<file path="src/rtl/bin_to_bcd_seq_if.sv">
`default_nettype none
// ============================================================================
// Module   : bin_to_bcd_seq_if
// Brief    : Operand/result handshake bundle for the sequential BCD converter.
// Revision : 1.0
// ============================================================================
interface bin_to_bcd_seq_if #(
    parameter int BIN_W  = 8,
    parameter int DIGITS = 3
);
    logic                  in_valid;
    logic                  in_ready;
    logic [BIN_W-1:0]      in_data;
    logic                  in_signed;
    logic                  out_valid;
    logic                  out_ready;
    logic [4*DIGITS-1:0]   out_bcd;
    logic                  out_neg;
    logic                  out_ovf;
    logic                  busy;

    modport master (
        output in_valid, in_data, in_signed, out_ready,
        input  in_ready, out_valid, out_bcd, out_neg, out_ovf, busy
    );

    modport slave (
        input  in_valid, in_data, in_signed, out_ready,
        output in_ready, out_valid, out_bcd, out_neg, out_ovf, busy
    );
endinterface
`default_nettype wire

</file>
<file path="src/rtl/bin_to_bcd_seq.sv">
`default_nettype none
// ============================================================================
// Module   : bin_to_bcd_seq
// Brief    : Sequential double-dabble binary (signed/unsigned) to BCD converter.
// Revision : 1.0
// ============================================================================
module bin_to_bcd_seq #(
    parameter int BIN_W  = 8,
    parameter int DIGITS = 3
) (
    input  wire logic           clk,
    input  wire logic           rst_n,
    bin_to_bcd_seq_if.slave     bus
);
    localparam int ACC_W = 4 * DIGITS;
    localparam int CNT_W = (BIN_W > 1) ? $clog2(BIN_W) : 1;

    localparam logic [1:0] C_IDLE = 2'd0;
    localparam logic [1:0] C_CONV = 2'd1;
    localparam logic [1:0] C_DONE = 2'd2;

    logic [1:0]        state_q, state_d;
    logic [BIN_W-1:0]  mag_q, mag_d;
    logic [ACC_W-1:0]  acc_q, acc_d;
    logic [CNT_W-1:0]  cnt_q, cnt_d;
    logic              neg_q, neg_d;
    logic              ovf_q, ovf_d;
    logic [ACC_W-1:0]  out_bcd_q, out_bcd_d;
    logic              out_neg_q, out_neg_d;
    logic              out_ovf_q, out_ovf_d;

    logic [ACC_W-1:0]  w_corr;
    logic [ACC_W-1:0]  w_acc_shift;
    logic              w_ovf;
    logic              w_in_neg;
    logic              w_accept;
    logic              w_last;
    logic              w_in_ready;
    logic              w_out_valid;
    logic              w_busy;

    // Add-3 correction of every digit that would reach 10 or more when doubled.
    for (genvar i = 0; i < DIGITS; i++) begin : g_digit
        assign w_corr[4*i +: 4] = (acc_q[4*i +: 4] >= 4'd5) ? acc_q[4*i +: 4] + 4'd3
                                                            : acc_q[4*i +: 4];
    end

    // A set MSB in the top corrected digit is a decimal carry lost off the end.
    assign w_acc_shift = {w_corr[ACC_W-2:0], mag_q[BIN_W-1]};
    assign w_ovf       = ovf_q | w_corr[ACC_W-1];
    assign w_in_neg    = bus.in_signed & bus.in_data[BIN_W-1];
    assign w_accept    = (state_q == C_IDLE) && bus.in_valid;
    assign w_last      = (state_q == C_CONV) && (cnt_q == '0);

    // State register
    always_ff @(posedge clk or negedge rst_n) begin
        if (!rst_n) begin
            state_q <= C_IDLE;
        end else begin
            state_q <= state_d;
        end
    end

    // Next-state logic
    always_comb begin
        state_d = state_q;
        case (state_q)
            C_IDLE:  if (bus.in_valid)  state_d = C_CONV;
            C_CONV:  if (cnt_q == '0)   state_d = C_DONE;
            C_DONE:  if (bus.out_ready) state_d = C_IDLE;
            default: state_d = C_IDLE;
        endcase
    end

    // Output decode, from registered state only
    always_comb begin
        w_in_ready  = (state_q == C_IDLE);
        w_out_valid = (state_q == C_DONE);
        w_busy      = (state_q != C_IDLE);
    end

    always_comb begin
        mag_d     = mag_q;
        acc_d     = acc_q;
        cnt_d     = cnt_q;
        neg_d     = neg_q;
        ovf_d     = ovf_q;
        out_bcd_d = out_bcd_q;
        out_neg_d = out_neg_q;
        out_ovf_d = out_ovf_q;
        if (w_accept) begin
            // Negating the most-negative value wraps to itself, the correct magnitude.
            mag_d = w_in_neg ? ('0 - bus.in_data) : bus.in_data;
            neg_d = w_in_neg;
            acc_d = '0;
            ovf_d = 1'b0;
            cnt_d = CNT_W'(BIN_W - 1);
        end else if (state_q == C_CONV) begin
            acc_d = w_acc_shift;
            mag_d = {mag_q[BIN_W-2:0], 1'b0};
            cnt_d = cnt_q - CNT_W'(1);
            ovf_d = w_ovf;
            if (w_last) begin
                out_bcd_d = w_acc_shift;
                out_neg_d = neg_q;
                out_ovf_d = w_ovf;
            end
        end
    end

    always_ff @(posedge clk or negedge rst_n) begin
        if (!rst_n) begin
            mag_q     <= '0;
            acc_q     <= '0;
            cnt_q     <= '0;
            neg_q     <= 1'b0;
            ovf_q     <= 1'b0;
            out_bcd_q <= '0;
            out_neg_q <= 1'b0;
            out_ovf_q <= 1'b0;
        end else begin
            mag_q     <= mag_d;
            acc_q     <= acc_d;
            cnt_q     <= cnt_d;
            neg_q     <= neg_d;
            ovf_q     <= ovf_d;
            out_bcd_q <= out_bcd_d;
            out_neg_q <= out_neg_d;
            out_ovf_q <= out_ovf_d;
        end
    end

    assign bus.in_ready  = w_in_ready;
    assign bus.out_valid = w_out_valid;
    assign bus.busy      = w_busy;
    assign bus.out_bcd   = out_bcd_q;
    assign bus.out_neg   = out_neg_q;
    assign bus.out_ovf   = out_ovf_q;
endmodule
`default_nettype wire
</file>
<file path="src/flat_wrapper.sv">
// flat-port wrapper written by rule: the top's interface ports become plain ports
module bin_to_bcd_seq_flat 
#(
    parameter int BIN_W  = 8,
    parameter int DIGITS = 3
)
  (clk, rst_n, bus_in_valid, bus_in_data, bus_in_signed, bus_out_ready, bus_in_ready, bus_out_valid, bus_out_bcd, bus_out_neg, bus_out_ovf, bus_busy);
  bin_to_bcd_seq_if #(.BIN_W(BIN_W), .DIGITS(DIGITS)) bus_i ();
  input  wire logic clk;
  input  wire logic rst_n;
  input wire logic [$bits(bus_i.in_valid)-1:0] bus_in_valid;
  input wire logic [$bits(bus_i.in_data)-1:0] bus_in_data;
  input wire logic [$bits(bus_i.in_signed)-1:0] bus_in_signed;
  input wire logic [$bits(bus_i.out_ready)-1:0] bus_out_ready;
  output wire logic [$bits(bus_i.in_ready)-1:0] bus_in_ready;
  output wire logic [$bits(bus_i.out_valid)-1:0] bus_out_valid;
  output wire logic [$bits(bus_i.out_bcd)-1:0] bus_out_bcd;
  output wire logic [$bits(bus_i.out_neg)-1:0] bus_out_neg;
  output wire logic [$bits(bus_i.out_ovf)-1:0] bus_out_ovf;
  output wire logic [$bits(bus_i.busy)-1:0] bus_busy;
  assign bus_i.in_valid = bus_in_valid;
  assign bus_i.in_data = bus_in_data;
  assign bus_i.in_signed = bus_in_signed;
  assign bus_i.out_ready = bus_out_ready;
  assign bus_in_ready = bus_i.in_ready;
  assign bus_out_valid = bus_i.out_valid;
  assign bus_out_bcd = bus_i.out_bcd;
  assign bus_out_neg = bus_i.out_neg;
  assign bus_out_ovf = bus_i.out_ovf;
  assign bus_busy = bus_i.busy;
  bin_to_bcd_seq #(.BIN_W(BIN_W), .DIGITS(DIGITS)) u_core (.clk(clk), .rst_n(rst_n), .bus(bus_i));
endmodule
</file>
<file path="config.mk">
export PLATFORM = sky130hd
export DESIGN_NAME = bin_to_bcd_seq_flat
export DESIGN_NICKNAME = d
export VERILOG_FILES = /design/src/rtl/bin_to_bcd_seq_if.sv /design/src/rtl/bin_to_bcd_seq.sv /design/src/flat_wrapper.sv
export SDC_FILE = /design/constraint.sdc
export NUM_CORES = 1
export LEC_CHECK = 0
export CORE_ASPECT_RATIO = 1.4
export CORE_MARGIN = 8
export CORE_UTILIZATION = 50
export CTS_CLUSTER_SIZE = 10
export DETAILED_ROUTE_END_ITERATION = 7
export HOLD_SLACK_MARGIN = 0.03
export PLACE_DENSITY = 0.74
export SYNTH_ARGS = -nofsm -noshare
export SYNTH_HDL_FRONTEND = slang
export SYNTH_SLANG_ARGS = --single-unit
</file>
<file path="constraint.sdc">
create_clock -name clk -period 1.9 [get_ports clk]
set_input_delay 0.19 -clock clk [delete_from_list [all_inputs] [get_ports clk]]
set_output_delay 0.19 -clock clk [all_outputs]
set_load 0.03 [all_outputs]
</file>
==> reports/results.tsv <==
stage	metric	value	unit
finish	fin cells	296	
min_path	min-delay worst type	input port to async pin	
yosys	share of the synthesized area in the top cell type	0.498	
floorplanning	Die X	70.3	um
global_route	All-Layer GR Usage	0.135	
flow_run	maximum capacitance violations	0	
global_route	vias in the first global route	1670	
sta	TNS Setup	0	ns
yosys	top_reg_cell synth	dfrtp_1	
global_route	GR met3 Demand/Resource	0.0421	
floorplanning	Die ar.	6460	um2
floorplanning	DIE HEIGHT	92.0	um
setup_path	slowest stage delay, CP	0.59	ns
route	post-route ant nets	0	
setup_path	WP buf/inv	2	
floorplanning	Initial Util	0.522	
finish	Util after Layout	0.631	
yosys	Commonest cells post-synth	dfrtp_1, o21ai_0, nand2_1	
setup_path	Slowest-stage cell, CP	clkdlybuf4s50_1	
clock_tree	root buffer cell	clkbuf_8	
yosys	Avg Inst Size Synth	9.42	um2
finish	final instance area	2490	um2
setup_path	Setup crit end kind	output port	
finish	register area	1030	um2
sta	Setup Skew	0.00576	ns
global_route	GRT overflow	0	
sta	Slew @ Worst Pin	0.509	ns
yosys	Net Count, Synth	241	
global_route	GRT busiest layer	met2	
setup_path	cells along the critical path	nor2_1, inv_1, clkdlybuf4s50_1	
sta	Slew HR	0.660	
setup_path	Crit path max-delay family	buffers and inverters	
yosys	post-synthesis register bit count	41	
route	DR iter-0 viols	83	
route	drt via density	5.45	
power_and_ir_drop	VDD IR-drop max	1020	uV
yosys	Yosys cell types	33	
floorplanning	core area	3950	um2
sta	crit path time final	1.80	ns
power_and_ir_drop	P_leak	1.12	nW
clock_tree	insertion delay to the later sink of the worst-skew pair	0.29	ns
clock_tree	CTS Buffer Depth	2	
clock_tree	Post-CTS Setup Inserts	0	
sta	Max Slew Vio Count	0	
power_and_ir_drop	Power Density	1670	nW/um2
finish	Area Overhead vs Synth	20.9	%
setup_path	critical setup path kind	flop to output port	
yosys	register area share after synthesis	0.498	
place	port bufs	29	
global_route	first-pass GRT wire length	7300	um
route	drt total wl	4060	um
sta	Max Freq	0.555	GHz
yosys	top post-synthesis cells by area	dfrtp_1, o21ai_0, ha_1, nand2_1, xnor2_1	
place	post-DP HPWL	3050	um
yosys	Syn Std Cell Area	2060	um2
global_route	GR Util met1	0.143	
yosys	Syn Inst Count	219	
status	status	complete, no violations	
finish	fillers	343	
yosys	Synthesis Warnings	0	
place	Inst Count DP	287	
global_route	GR Util met2	0.243	
clock_tree	CTS Buf Count	5	
route	drt drc	0	
finish	area of the multi-input gates	933	um2
floorplanning	IO Pins	30	
yosys	count leader, synth	dfrtp_1	
finish	Nets	274	
yosys	ys async rst share	1.00	
setup_path	CP max FO	7	
floorplanning	Row Count	27	
yosys	area leader, netlist	dfrtp_1	
place	DP Area	2380	um2
setup_path	Worst Path Arrival	1.61	ns
clock_tree	CTS tree	done	
global_route	initial antenna violation count	0	
sta	Setup violations, final	0	
route	number of vias in the routed layout	1613	
setup_path	critical path data required time	1.71	ns
clock_tree	Worst-path clk slew	0.08	ns
yosys	Post-synth EDFFs	0	
sta	Fin. Hold Viols	0	
finish	layout cell share with drive strength beyond 1	0.0909	
route	TritonRoute pass-1 iters	5	
place	Placer Congestion	0.774	
setup_path	Setup crit start kind	flop	
finish	Antenna Cells	0	
global_route	largest net degree at the start of global routing	42	
sta	RSZ-0062 raised after global routing	no	
route	routed len/inst	13.7	um
clock_tree	Clock Sinks	41	
sta	final worst path period share	0.949	
clock_tree	H-tree Lvls	2	
==> sequential cells by signal, summed over array words and instances (netlist names) <==
| name | flops |
|---|---|
| u_core.acc_q | 12 |
| u_core.bus.out_bcd | 12 |
| u_core.bus.out_neg | 1 |
| u_core.bus.out_ovf | 1 |
| u_core.cnt_q | 3 |
| u_core.mag_q | 8 |
| u_core.neg_q | 1 |
| u_core.ovf_q | 1 |
| u_core.state_q | 2 |
==> placed cells by master, fill, tap and decap left out, drive strengths merged <==
cell type      Yosys  final
o21ai             39     39
buf                6      5
nor2b              2      2
clkinv             0      1
or3b               3      3
and2               2      2
nor3               5      5
inv               14     14
a31oi              5      5
a2bb2oi            1      1
dfrtp             41     41
dlygate4sd2        0      1
a22oi              5      5
mux2               3      3
nor3b              4      4
clkbuf             2      7
and3               2      2
a221o              1      1
nand3              9      9
or2b               1      1
a211oi             1      1
ha                 9      9
xnor2              8      8
nand2b             4      4
clkdlybuf4s50      0     26
o31ai              1      1
nor2              12     12
nand2             28     28
dlymetal6s2s       0      1
a21oi             11     11
dlygate4sd3        0      1
==> where the power goes <==
| group | switching, mW | total (mW) | internal, mW |
|---|---|---|---|
| registers | 0.273 | 1.53 | 1.26 |
| logic | 1.18 | 2.03 | 0.853 |
| clock network | 0.279 | 0.607 | 0.328 |
==> stage by stage <==
step | hold slack, ns | setup slack, ns | power [mW]
global placement | 0.282 | 0.286 | 3.53
global route | 0.508 | 0.0130 | 4.53
floorplan | -0.106 | 0.290 | 2.97
finish | 0.479 | 0.0976 | 4.17
CTS | 0.480 | 0.00776 | 4.23
detailed placement | 0.286 | 0.216 | 3.62
==> cell type report <==
class,count,area share
Clock inverter,1,0.00201
Clock buffer,7,0.0386
Timing Repair Buffer,34,0.131
Multi-Input combinational cell,156,0.374
Sequential cell,41,0.411
Inverter,14,0.0211
Tap cell,43,0.0216
==> timing repair <==
item / in CTS / in global routing
endpoints found under the hold margin: 41 / 0
hold buffers: 1 / 0
gates resized for setup: 1 / 1
endpoints found under the setup margin: 1 / 1
==> per-layer routing <==
metal / wire (um) / vias up
met5: 0 / -
met3: 188 / 2
li1: - / 817
met2: 2110 / 32
met4: 29 / 0
met1: 1730 / 762
==> kinds of logic (layout without fill, tap and decap cells) <==
group,Yosys count,count (layout),share of synthesized area
AOI/OAI and AO/OA,64,64,0.171
xor gates and xnor gates,8,8,0.0340
adders and majority gates,9,9,0.0546
buffers and inverters,22,56,0.0497
DFF,41,41,0.498
muxes,3,3,0.0164
and+or+nand+nor,72,72,0.177
==> worst paths after layout <==
| kind | slack (ns) | start | depth (start not counted) | end |
|---|---|---|---|---|
| max in group asynchronous | 1.05 | rst_n | 3 | u_core.mag_q[4]$_DFFE_PN0P_ |
| min in group clk | 0.48 | u_core.neg_q$_DFFE_PN0P_ | 2 | u_core.bus.out_neg$_DFFE_PN0P_ |
| hold reg to reg | 0.48 | u_core.neg_q$_DFFE_PN0P_ | 2 | u_core.bus.out_neg$_DFFE_PN0P_ |
| setup reg to reg | 0.21 | u_core.acc_q[4]$_DFFE_PN0P_ | 6 | u_core.bus.out_bcd[6]$_DFFE_PN0P_ |
| setup / recovery | 0.1 | u_core.state_q[1]$_DFFE_PN0P_ | 3 | bus_busy |
| hold / removal | 0.48 | rst_n | 3 | u_core.acc_q[3]$_DFFE_PN0P_ |
==> worst register-to-register path, cell delays in order, from the launching register on <==
cell and delay (ns):
dfrtp_1 0.42, inv_1 0.11, ha_1 0.22, nand2b_1 0.09, a21oi_1 0.24, mux2_2 0.38
o21ai_0 0.15
(Power assumes the default switching activity.)
